### src/rtl/fetch_pkg.sv
// Shared definitions for the fetch stage: FSM encodings, counter width and default reset PC.
package fetch_pkg;

  localparam logic [1:0] ST_IDLE  = 2'b00;
  localparam logic [1:0] ST_WAIT  = 2'b01;
  localparam logic [1:0] ST_VALID = 2'b10;

  typedef enum logic [1:0] {
    FETCH_IDLE  = ST_IDLE,
    FETCH_WAIT  = ST_WAIT,
    FETCH_VALID = ST_VALID
  } fetch_state_e;

  localparam int unsigned PC_INCR          = 4;
  localparam int unsigned WAIT_CNT_W       = 4;
  localparam logic [31:0] DEFAULT_RESET_PC = 32'h0000_0000;

  function automatic logic is_misaligned(input logic [1:0] low_bits);
    return low_bits != 2'b00;
  endfunction

endpackage

### src/rtl/fetch_unit.sv
// PC register plus fixed-latency imem fetch, handing words to decode over valid/ready.
// Optional macro FETCH_MISALIGN_EN adds a sticky fetch_fault output and word-aligns redirect targets.
module fetch_unit
  import fetch_pkg::*;
#(
  parameter int unsigned        ADDR_W    = 32,
  parameter logic [ADDR_W-1:0]  RESET_PC  = ADDR_W'(DEFAULT_RESET_PC),
  parameter int unsigned        IMEM_WAIT = 2
) (
  input  logic              clk,
  input  logic              rst,
  output logic [ADDR_W-1:0] imem_addr,
  input  logic [31:0]       imem_data,
  output logic [31:0]       instr,
  output logic [ADDR_W-1:0] instr_pc,
  output logic [ADDR_W-1:0] pc_plus4,
  output logic              instr_valid,
  input  logic              instr_ready,
  input  logic              redirect_valid,
  input  logic [ADDR_W-1:0] redirect_pc,
  output logic [1:0]        dbg_state
`ifdef FETCH_MISALIGN_EN
  , output logic            fetch_fault
`endif
);

  localparam logic [WAIT_CNT_W-1:0] WAIT_LOAD = WAIT_CNT_W'(IMEM_WAIT);
  localparam logic [ADDR_W-1:0]     PC_STEP   = ADDR_W'(PC_INCR);

  logic [ADDR_W-1:0]     r_pc;
  logic [31:0]           r_instr;
  logic [ADDR_W-1:0]     r_instr_pc;
  logic                  r_instr_valid;
  logic [1:0]            r_state;
  logic [WAIT_CNT_W-1:0] r_wait_cnt;

  logic                  w_handshake;
  logic [ADDR_W-1:0]     w_redirect_target;

  // Handshake: a word transfers on any clock where instr_valid and instr_ready are
  // both high; instr/instr_pc stay frozen while valid is high and ready is low.
  assign w_handshake = r_instr_valid & instr_ready;

`ifdef FETCH_MISALIGN_EN
  logic r_fetch_fault;
  assign w_redirect_target = {redirect_pc[ADDR_W-1:2], 2'b00};
  assign fetch_fault       = r_fetch_fault;

  always_ff @(posedge clk) begin
    if (rst) begin
      r_fetch_fault <= 1'b0;
    end else if (redirect_valid && is_misaligned(redirect_pc[1:0])) begin
      r_fetch_fault <= 1'b1;
    end
  end
`else
  assign w_redirect_target = redirect_pc;
`endif

  always_ff @(posedge clk) begin
    if (rst) begin
      r_pc          <= RESET_PC;
      r_instr       <= 32'h0;
      r_instr_pc    <= '0;
      r_instr_valid <= 1'b0;
      r_state       <= ST_IDLE;
      r_wait_cnt    <= '0;
    end else if (redirect_valid) begin
      // Redirect wins over pc+4 even when the held word is accepted this cycle.
      r_pc          <= w_redirect_target;
      r_instr_valid <= 1'b0;
      r_wait_cnt    <= WAIT_LOAD;
      r_state       <= ST_WAIT;
    end else begin
      case (r_state)
        ST_IDLE: begin
          r_wait_cnt <= WAIT_LOAD;
          r_state    <= ST_WAIT;
        end
        ST_WAIT: begin
          r_wait_cnt <= r_wait_cnt - 1'b1;
          if (r_wait_cnt == WAIT_CNT_W'(1)) begin
            r_instr       <= imem_data;
            r_instr_pc    <= r_pc;
            r_instr_valid <= 1'b1;
            r_state       <= ST_VALID;
          end
        end
        ST_VALID: begin
          if (w_handshake) begin
            r_instr_valid <= 1'b0;
            r_pc          <= r_pc + PC_STEP;
            r_wait_cnt    <= WAIT_LOAD;
            r_state       <= ST_WAIT;
          end
        end
        default: begin
          r_instr_valid <= 1'b0;
          r_state       <= ST_IDLE;
        end
      endcase
    end
  end

  assign imem_addr   = r_pc;
  assign instr       = r_instr;
  assign instr_pc    = r_instr_pc;
  assign pc_plus4    = r_instr_pc + PC_STEP;
  assign instr_valid = r_instr_valid;
  assign dbg_state   = r_state;

endmodule
### config.mk
export PLATFORM = sky130hd
export DESIGN_NAME = fetch_unit
export DESIGN_NICKNAME = d
export VERILOG_FILES = /design/src/rtl/fetch_pkg.sv /design/src/rtl/fetch_unit.sv
export SDC_FILE = /design/constraint.sdc
export NUM_CORES = 1
export LEC_CHECK = 0
export ABC_AREA = 1
export BUFFER_PORTS_ARGS = -buffer_cell sky130_fd_sc_hd__buf_2
export CAP_MARGIN = 25
export CORE_MARGIN = 2
export CORE_UTILIZATION = 50
export CTS_CLUSTER_DIAMETER = 200
export DETAILED_ROUTE_END_ITERATION = 8
export GPL_TIMING_DRIVEN = 0
export HOLD_SLACK_MARGIN = 0.06
export PLACE_DENSITY = 0.8
export SLEW_MARGIN = 20
export SYNTH_ARGS = -nofsm -noshare
export SYNTH_HDL_FRONTEND = slang
export SYNTH_SLANG_ARGS = --single-unit
### constraint.sdc
create_clock -name clk -period 2.3 [get_ports clk]
set_input_delay 0.46 -clock clk [delete_from_list [all_inputs] [get_ports clk]]
set_output_delay 0.46 -clock clk [all_outputs]
set_load 0.03 [all_outputs]
Word-level counts from Yosys, hierarchy flattened
Index checks and enable logic that the tools add are counted.
{"block": "word_totals", "reg_bits": 103, "input_bits": 68, "word_cells": 47}
{"block": "classes", "add_sub_neg": 3, "n_eq_ne": 7, "n_mux": 13, "bitwise": 3, "reduce_logical": 13}
{"operator": "$mux W32", "count": 3}
{"operator": "$add A32 B3 Y32 const B", "count": 2}
{"operator": "$pmux W4 S3", "count": 1}
{"operator": "$reduce_and A2 Y1", "count": 5}
{"operator": "$mux W2", "count": 3}
{"operator": "$ne A3 B3 Y1 const B", "count": 2}
{"operator": "$pmux W2 S3", "count": 1}
{"operator": "$reduce_and A3 Y1", "count": 2}
{"operator": "$eq A4 B1 Y1 const B", "count": 1}
{"operator": "$mux W4", "count": 1}
{"operator": "$ne A2 B2 Y1 const B", "count": 2}
{"operator": "$reduce_bool A2 Y1", "count": 2}
{"operator": "$reduce_bool A4 Y1", "count": 1}
{"operator": "$sub A4 B1 Y4 const B", "count": 1}
{"operator": "$mux W1", "count": 3}
{"operator": "$pmux W1 S3", "count": 1}
{"operator": "$reduce_bool A3 Y1", "count": 1}
{"operator": "$eq A2 B1 Y1 const B", "count": 1}
{"operator": "$eq A2 B2 Y1 const B", "count": 1}
{"operator": "$logic_not A2 Y1", "count": 1}
{"operator": "$not A1 Y1", "count": 2}
{"operator": "$reduce_or A2 Y1", "count": 1}
{"operator": "$and A1 B1 Y1", "count": 1}

Longest topological paths before layout
Gate-level depths: netlist of the first run.
{"block": "logic_depth", "word_depth": 4, "depth_mapped": 11}

Worst setup path before layout of the first run
OpenSTA, ideal clock, no wires.
{"block": "synth_timing", "path_type": "flip-flop to output port", "startpoint": "register r_instr_pc[2] (netlist: instr_pc[2])", "endpoint": "output port pc_plus4[22]", "t_arrival_ns": 1.955, "required_ns": 1.840, "path_slack_ns": -0.115, "path_stages_with_launch": 9, "path_buffers": 0, "path_cell_list": "dfxtp_1 ha_1 nand3_1 nor2_2 nand2_2 nor2_2 nand2_2 nor2_4 xor2_1"}
{"block": "synth_via", "elab_chain_len": 1}
{"item": "start: declaration", "line_no": "fetch_unit.sv:32", "rtl": "logic [ADDR_W-1:0] r_instr_pc;"}
{"item": "start signal: assignment", "line_no": "fetch_unit.sv:84", "rtl": "r_instr_pc <= r_pc;"}
{"item": "$add A32 B3 Y32", "line_no": "fetch_unit.sv:108", "rtl": "assign pc_plus4 = r_instr_pc + PC_STEP;"}
{"item": "end: declaration", "line_no": "fetch_unit.sv:16", "rtl": "output logic [ADDR_W-1:0] pc_plus4,"}
No other way between the ends.

Final worst setup path of the first run
{"block": "layout_timing", "startpoint": "register r_instr_pc[10] (netlist: instr_pc[10])", "endpoint": "output port pc_plus4[24]"}
Same word-level chain as after synthesis.

==> impl_results.md, run 1 <==
* Status: finished, violations left
* Failing checks: setup timing
* DRC Markers at 0
* # clock sinks at 103
* Final min period at 2400 ps
* CP required at 1840 ps
* Die W at 109 um
* Reg power frac at 54.7%
* CTS tree: yes
* P_leak at 3.58 nW
* Yosys reg bits at 103
* Tcrit/Tclk final at 104%
* Die Y at 109 um
* Cts hold-fix bufs at 0
* Post-route non-filler standard cell count at 1,182
* Crit Path Class: reg -> out
* CTS max path bufs at 2
* Vias in the first global route at 5,734
* Final core occ at 68.7%
* Overall global routing resource usage at 31.3%
* Worst-skew pair later-pin latency at 360 ps
* Register area share after synthesis at 37.4%
* CTS clk-pin slew, worst paths at 110 ps
* Worst path arrival time at 1940 ps
* Initial DRC Count at 499
* Slew HR at 65.5%
* Critical path cell sequence: inv_1, nor3_2, nand2_2, nor2_4, nand2_4, nor2_4, nand2_1, nand2_1, and2_4, buf_6
* Cell Rows at 38
* CP peak stage delay at 390 ps
* DRT Wirelength at 19.3 mm
* Crit path setup slack, layout at -102 ps
* Max-Cap Viols at 0
* Area delta synth->final at 34.6%
* Pwr dens at 472 mW/mm^2
* WP buf/inv at 2
* Port bufs at 197
* Ports at 199
* Worst slew pin tran at 517 ps
* CP max-delay cell: dfxtp_2
* Cell Area, Synth at 0.00551 mm^2
* Detailed Routing Iterations Pass 1 at 5
* H-tree level count at 3
* Routed Antenna Nets at 0
* Final Hold Fails at 0
* Average wire per standard cell at 16.3 um
* Initial Util at 51.0%
* Grt total ovfl at 0
* Layout cells sized above 1 at 33.3%
* Skew final at 14.6 ps
* First-pass GRT wire length at 29.0 mm
* Int Pwr at 2.41 mW
* CTS Buf Count at 9
* Mapped Cells at 807
* Largest net degree at the start of global routing at 19
* Comb pwr share at 14.9%
* Final max-slew violation count at 0
* Clk network pwr share at 30.4%
* Startpoint types: register
* Peak supply drop at 267 uV
* Drt via density at 5.44
* ANT cells at 0
* Tot Pwr at 3.50 mW
* Critical path's top delay family: simple AND/OR/NAND/NOR gates
* Syn nets at 884
* Fmax at 416 MHz
* Synth warnings at 0
* NumNets Final at 1,115
* Die area at 0.0119 mm^2
* Dpl cells at 1,144
* Peak fanout along the critical path at 4
* Syn Area/Cell at 6.83 um^2
* DP Worst Slack at 7.38 ps
* Setup TNS at -572 ps
* HP Class: in -> reg
* Final Wtd Congestion at 0.988
* Dpl hpwl at 14.0 mm
* Psw at 1.09 mW
* RSZ-0062 raised after global routing: yes
* Antenna violations before repair at 0
* Final hold slack at 310 ps
* Crit end category: output port
* Placed Area at 0.00670 mm^2
* Synth cell types at 34
* Clock root buffer: clkbuf_8
* Setup violations, final at 12
* Net Sw Frac at 31.2%
* Vias at 6,428
* Fin area at 0.00741 mm^2
* Core area at 0.0108 mm^2
## power groups by stage
stage               combinational [mW]  clock (mW)  sequential [mW]
floorplan                        0.219           0             2.04
global placement                 0.500           0             1.96
detailed placement               0.507           0             1.96
CTS                              0.512        1.09             1.92
global route                     0.570        1.17             1.92
finish                           0.519        1.06             1.91
## worst register-to-register path, delay by kind of cell (launching register included)
| family | cells | cell delay [ps] |
|---|---|---|
| AO/OA/AOI/OAI | 2 | 350 |
| adder cells (fa/ha/maj) | 1 | 210 |
| AND/OR/NAND/NOR | 2 | 480 |
| flip-flops | 1 | 450 |
| buffers and inverters | 4 | 530 |
## final timing paths
check,start,endpoint,slack [ps],cells after the start
max,instr_pc[10],pc_plus4[24],-100,10
min,imem_data[5],instr[5],310,3
max reg2reg,dbg_state[0],imem_addr[22],210,9
min reg2reg,instr_valid,instr_valid,470,2
## cell usage after synthesis (all sizes together)
cell type | count | area, um^2
ha | 9 | 113
xnor2 | 12 | 105
o221ai | 2 | 17.5
a21oi | 46 | 238
nor3b | 2 | 15.0
inv | 76 | 285
clkbuf | 15 | 56.3
nor3 | 19 | 120
buf | 17 | 92.6
a31oi | 11 | 68.8
a22o | 3 | 26.3
nand3b | 2 | 15.0
nor2 | 170 | 728
nor4 | 1 | 6.26
nand2 | 147 | 577
a211oi | 1 | 7.51
o21ai | 86 | 430
and2 | 1 | 6.26
o21a | 1 | 7.51
nand4 | 11 | 68.8
dfxtp | 103 | 2060
nand3 | 51 | 280
o22ai | 1 | 6.26
xor2 | 20 | 175
## final cells by class
type / count / area, um^2
fill: 944 / 3380
multi-input combinational: 596 / 3240
sequential: 103 / 2130
tap: 140 / 175
clock inverter: 6 / 53.8
clock buffer: 9 / 124
buffer: 32 / 149
timing repair buffer: 220 / 1260
inverter: 76 / 288
## per-layer routing
metal	vias up	GRT usage, %	wire [um]
met5	-	0	0
met4	0	8.61	421
met3	47	5.20	1860
met2	355	51.2	9150
met1	2943	42.7	7830
li1	3083	-	-
## cells by family after synthesis
| group | count (synthesis) | share of synthesized area [%] |
|---|---|---|
| DFF | 103 | 37.4 |
| adders and majority gates | 9 | 2.04 |
| xor gates and xnor gates | 32 | 5.09 |
| buffers and inverters | 108 | 7.88 |
| and+or+nand+nor | 404 | 33.0 |
| AOI/OAI and AO/OA | 151 | 14.6 |
## flip-flops by register name, summed over array words and instances (netlist names)
name and flops:
imem_addr 32, instr 32, instr_pc 32, r_wait_cnt 4, dbg_state 2, instr_valid 1
## what timing repair did
action / CTS / global route
pin swaps: 7 / 19
endpoints found under the setup margin: 18 / 20
gates resized for setup: 55 / 57
setup buffers: 12 / 11
## cell usage in the layout, fill, tap and decap left out, types with 17 or more instances in the layout
cell type,count
o21ai_0,84
nand2_1,136
a21oi_1,44
dfxtp_1,78
inv_1,68
nor2_1,147
buf_4,28
xor2_1,17
buf_2,195
nand3_1,43
Power figures use the tool's default switching activity.
==> inputs of run 2 (changes only) <==
Settings changed: CORE_UTILIZATION 50 to 45, PLACE_DENSITY 0.8 to 0.76.
Clock period 2.3 ns to 2.2 ns, I/O delays scaled along.
==> impl_results.md, run 2 (synthesized netlist as in run 1, its figures left out) <==
* Fmax at 426 MHz
* Layout cells sized above 1 at 35.2% (+1.9 points)
* Average wire per standard cell at 16.0 um (-1.7%)
* Crit end category: output port
* Global routing's busiest layer: met2
* Die W at 115 um (+5.2%)
* Commonest non-fill, non-tap cells in the layout: 194 x buf_2, 144 x nor2_1, 127 x nand2_1
* HP Class: in -> reg
* Final min period at 2350 ps
* Fillers at 1,127 (+19%)
* Dpl hpwl at 13.9 mm (-0.45%)
* Cts hold-fix bufs at 0 (unchanged)
* Met3 GRT Util at 4.98% (-0.22 points)
* CTS tree: yes
* CP endpoint: pc_plus4[30]
* NumNets Final at 1,111 (-0.36%)
* Final hold slack at 302 ps (-7.53 ps)
* H-tree level count at 3 (unchanged)
* Register Area at 0.00214 mm^2 (+0.71%)
* Grt total ovfl at 0 (unchanged)
* CTS max path bufs at 2 (unchanged)
* GR Layer Usage met1 at 35.0% (-7.7 points)
* Final Hold Fails at 0 (unchanged)
* # clock sinks at 103 (unchanged)
* DRC Markers at 0 (unchanged)
* Status: finished, violations left
* Reg power frac at 49.1% (-5.6 points)
* Routed Antenna Nets at 0 (unchanged)
* Comb pwr share at 13.5% (-1.4 points)
* Placed Area at 0.00673 mm^2 (+0.39%)
* Worst-skew pair later-pin latency at 360 ps (about the same)
* Met2 usage at 46.4% (-4.8 points)
* Worst path arrival time at 1910 ps (-30 ps)
* Area delta synth->final at 38.1%
* Slew HR at 61.2% (-4.4 points)
* Fin area at 0.00760 mm^2 (+2.6%)
* Cell Rows at 40 (+5.3%)
* Worst slew pin tran at 583 ps (+65.5 ps)
* Setup TNS at -862 ps (-290 ps)
* Skew final at 10.6 ps (-3.99 ps)
* Final Wtd Congestion at 0.939 (-5.0%)
* Largest net degree at the start of global routing at 17 (-2)
* Commonest non-fill, non-tap cell in the layout: buf_2
* Ports at 199 (unchanged)
* Initial Util at 46.0% (-5.0 points)
* Crit Path Class: reg -> out
* Int Pwr at 2.89 mW (+20%)
* Setup violations, final at 11 (-1)
* Vias at 6,293 (-2.1%)
* First-pass GRT wire length at 28.0 mm (-3.5%)
* CP required at 1760 ps (-80 ps)
* DRT Wirelength at 19.0 mm (-1.4%)
* Tot Pwr at 4.05 mW (+16%)
* Crit path setup slack, layout at -147 ps (-45.0 ps)
* Reg2reg start: dbg_state[0]
* Overall global routing resource usage at 27.3% (-4.1 points)
* CTS clk-pin slew, worst paths at 70 ps (-40 ps)
* Initial DRC Count at 499 (unchanged)
* CTS Buf Count at 9 (unchanged)
* P_leak at 3.74 nW (+4.7%)
* Max-Cap Viols at 0 (unchanged)
* Tcrit/Tclk final at 107%
* Worst R2R Setup Slack at 220 ps (about the same)
* Die Y at 115 um (+5.2%)
* Critical R2R Capture: imem_addr[31]
* Vias in the first global route at 5,571 (-2.8%)
* Pwr dens at 533 mW/mm^2 (+13%)
* Failing checks: setup timing
* Die area at 0.0131 mm^2 (+11%)
* Clock root buffer: clkbuf_16
* Clk network pwr share at 37.4% (+7.0 points)
* Reg2Reg Depth at 9 (unchanged)
* Psw at 1.17 mW (+7.2%)
* Final max-slew violation count at 0 (unchanged)
* Core area at 0.0120 mm^2 (+11%)
* Drt via density at 5.31 (-2.4%)
* Antenna violations before repair at 1 (+1)
* Net Sw Frac at 28.8% (-2.4 points)
* Worst Setup SP: instr_pc[3]
* Peak fanout along the critical path at 4 (unchanged)
* RSZ-0062 raised after global routing: yes
* Detailed Routing Iterations Pass 1 at 6 (+1)
* Startpoint types: register
* Multi-input logic area at 0.00335 mm^2 (+3.5%)
* Peak supply drop at 345 uV (+29%)
* Port bufs at 197 (unchanged)
-- run 2: worst min-delay path by stage --
stage                          endpoint          start  slack, ps  cells after the start
final                         instr[17]  imem_data[17]        300                      3
after detailed placement    instr_valid    instr_valid        460                      2
after global placement      instr_valid    instr_valid        450                      2
after global routing          instr[29]  imem_data[29]        310                      3
after floorplan           r_wait_cnt[0]  r_wait_cnt[0]        460                      2
after CTS                     instr[18]  imem_data[18]        300                      3
-- run 2: per-stage QoR --
step	setup slack [ps]	cells	util, %
floorplan	12.7	807	-
finish	-147	1186	63.6
global route	-231	1186	63.6
global placement	6.53	1151	56.2
CTS	-161	1182	61.4
detailed placement	-23.9	1151	56.2
-- run 2: power by group through the flow --
stage | combinational (mW) | sequential [mW] | clock, mW
finish | 0.546 | 1.99 | 1.52
global route | 0.592 | 2.00 | 1.60
detailed placement | 0.531 | 2.05 | 0
floorplan | 0.230 | 2.13 | 0
global placement | 0.525 | 2.05 | 0
CTS | 0.537 | 2.00 | 1.53
-- run 2: routing by layer --
layer	routed length (um)	share of wire, %	up-vias
li1	-	-	3077
met1	7900	42	2923
met2	9380	49	260
met3	1330	7.0	33
met4	376	2.0	0
met5	0	0	-
-- run 2: timing repair --
| action | in CTS | in global routing |
|---|---|---|
| resized for setup | 72 | 72 |
| pin swaps | 12 | 22 |
| buffers inserted | 16 | 6 |
| endpoints found under the setup margin | 19 | 23 |
-- run 2: area by class of cell --
cell class                      instances  area share, %
Clock buffer                           11           3.19
Clock inverter                          4          0.411
Inverter                               76           3.75
Timing Repair Buffer                  216           16.0
Tap cell                              147           2.42
Multi-Input combinational cell        596           44.0
Buffer                                 32           1.96
Sequential cell                       103           28.2
Antenna cell                            1         0.0329
-- run 2: worst max-delay path, cell delays in order (launching register included) --
cell and delay (ps):
dfxtp_4 390, ha_4 150, buf_4 110, inv_2 40, nor2_4 150, nand3_2 100, inv_1 70, nand4_1 100
xnor2_1 240, buf_4 210
==> inputs of run 3 (changes only) <==
Settings changed: CAP_MARGIN 25 to 20, CORE_UTILIZATION 45 to 40, PLACE_DENSITY 0.76 to 0.69.
==> impl_results.md, run 3 (synthesized netlist as in run 1, its figures left out) <==
* Layout cells sized above 1 at 34.9% (-0.24 points)
* Metal3 WL at 1.54 mm (+16%)
* Max-Cap Viols at 0 (unchanged)
* Final Wtd Congestion at 0.951 (+1.3%)
* Crit Path Class: reg -> out
* Drt via density at 5.09 (-4.1%)
* Initial DRC Count at 498 (-0.20%)
* Status: finished, violations left
* Worst path arrival time at 1930 ps (+20 ps)
* Tcrit/Tclk final at 108% (+1.0 points)
* DP Worst Slack at -54.7 ps (-30.7 ps)
* Die Y at 121 um (+5.9%)
* Dpl cells at 1,180 (+2.5%)
* DRT Wirelength at 19.6 mm (+3.3%)
* Setup violations, final at 16 (+5)
* ANT cells at 0 (-1)
* Crit end category: output port
* CTS tree: yes
* Routed Antenna Nets at 0 (unchanged)
* Antenna violations before repair at 0 (-1)
* Commonest non-fill, non-tap cell in the layout: buf_2
* Final min period at 2370 ps (+22.4 ps)
* Peak supply drop at 447 uV (+30%)
* Tot Pwr at 4.09 mW (+0.77%)
* First-pass GRT wire length at 29.5 mm (+5.3%)
* Dpl hpwl at 14.6 mm (+4.9%)
* Max Used Layer: met4
* P_leak at 3.73 nW (-0.47%)
* CP peak stage delay at 380 ps (about the same)
* Wire length on met2 at 9.28 mm (-1.1%)
* Initial Util at 41.3% (-4.8 points)
* WL met1 at 8.49 mm (+7.4%)
* Clock root buffer: clkbuf_16
* Die area at 0.0147 mm^2 (+12%)
* DRC Markers at 0 (unchanged)
* Worst-skew pair later-pin latency at 350 ps (about the same)
* Overall global routing resource usage at 25.9% (-1.4 points)
* CTS Buf Count at 9 (unchanged)
* Post-route non-filler standard cell count at 1,224 (+3.2%)
* Port bufs at 197 (unchanged)
* Skew final at 6.21 ps (-4.44 ps)
* Crit path setup slack, layout at -169 ps (-22.4 ps)
* CP max-delay cell: dfxtp_4
* Final max-slew violation count at 0 (unchanged)
* Area delta synth->final at 39.8%
* Failing checks: setup timing
* H-tree level count at 3 (unchanged)
* Cell Rows at 42 (+5.0%)
* Startpoint types: register
* Final Hold Fails at 0 (unchanged)
* Average wire per standard cell at 16.0 um (about the same)
* CP required at 1760 ps (about the same)
* Ports at 199 (unchanged)
* Largest net degree at the start of global routing at 18 (+1)
* RSZ-0062 raised after global routing: yes
* CTS max path bufs at 2 (unchanged)
* Vias at 6,231 (-0.99%)
* Die W at 121 um (+5.9%)
* CTS clk-pin slew, worst paths at 80 ps (about the same)
* Grt total ovfl at 0 (unchanged)
* Worst slew pin tran at 564 ps (-18.7 ps)
* Slew HR at 62.4% (+1.2 points)
* Commonest non-fill, non-tap cells in the layout: 191 x buf_2, 145 x nor2_1, 135 x nand2_1
* Critical path cell sequence: buf_6, nand3_4, inv_4, nand2_4, nor2_4, nand3_4, buf_12, nor2_4, xor2_2, buf_6
* Fmax at 422 MHz (-0.95%)
* Peak fanout along the critical path at 4 (unchanged)
* NumNets Final at 1,120 (+0.81%)
* HP Class: in -> reg
* Vias in the first global route at 5,656 (+1.5%)
* Pwr dens at 531 mW/mm^2 (-0.47%)
* Core area at 0.0133 mm^2 (+12%)
* Detailed Routing Iterations Pass 1 at 5 (-1)
* # clock sinks at 103 (unchanged)
==> run 3: cell count changes in the layout (fill, tap and decap cells not counted), moves of 3 or more <==
| cell | before | now |
|---|---|---|
| inv_2 | 12 | 8 |
| nand2_4 | 8 | 5 |
| nand2_1 | 127 | 135 |
| xor2_1 | 15 | 12 |
| nand2_2 | 12 | 7 |
| dfxtp_4 | 18 | 14 |
| buf_6 | 13 | 17 |
| buf_4 | 26 | 32 |
| dfxtp_2 | 9 | 12 |
| buf_2 | 194 | 191 |
==> run 3: final cells by class <==
cell class / count / area, um^2
multi-input cells: 596 / 3310
fillers: 1320 / 5650
clock buffers: 9 / 225
repair buffers: 225 / 1320
well taps: 176 / 220
clock inverters: 7 / 48.8
inverters: 76 / 290
flip-flops and latches: 103 / 2130
plain buffers: 32 / 149
==> run 3: layer usage <==
metal / up-vias / track usage (%)
met1: 2872 / 34.0
li1: 3087 / -
met5: - / 0
met3: 22 / 6.34
met4: 0 / 6.39
met2: 250 / 42.6
==> run 3: worst max-delay path: cells and delay by family, from the launching register on <==
| kind | cells | cell delay, ps |
|---|---|---|
| buffers and inverters | 4 | 500 |
| xor gates and xnor gates | 1 | 150 |
| DFF | 1 | 380 |
| and+or+nand+nor | 5 | 540 |
==> run 3: final timing paths <==
| kind | endpoint | from | slack, ps | cells past startpoint |
|---|---|---|---|---|
| hold / removal | instr[20] | imem_data[20] | 310 | 3 |
| hold reg to reg | instr_valid | instr_valid | 470 | 2 |
| setup reg to reg | instr_pc[28] | dbg_state[0] | 200 | 6 |
| setup / recovery | pc_plus4[23] | instr_pc[2] | -170 | 10 |
==> run 3: report_power, final <==
part | switching [mW] | leakage (nW) | internal, mW | total [mW]
clock network | 0.772 | 0.136 | 0.771 | 1.54
logic | 0.361 | 2.74 | 0.184 | 0.545
registers | 0.0878 | 0.855 | 1.91 | 2.00
total | 1.22 | 3.73 | 2.86 | 4.09
==> run 3: through the flow <==
step / setup TNS (ps) / utilization, % / instance area [um^2] / hold slack (ps)
2_1_floorplan: 0 / - / 5560 / 461
3_3_place_gp: -35.8 / 50.7 / 6760 / 457
3_5_place_dp: -62.8 / 50.7 / 6760 / 457
4_1_cts: -1080 / 55.3 / 7380 / 300
5_1_grt: -2890 / 57.7 / 7700 / 299
6_report: -1250 / 57.7 / 7700 / 305
==> run 3: timing repair <==
item,in CTS,in global routing
resized for setup,88,44
pin swaps,13,19
hold buffers,0,0
setup endpoints to repair,21,23
buffers inserted,9,19
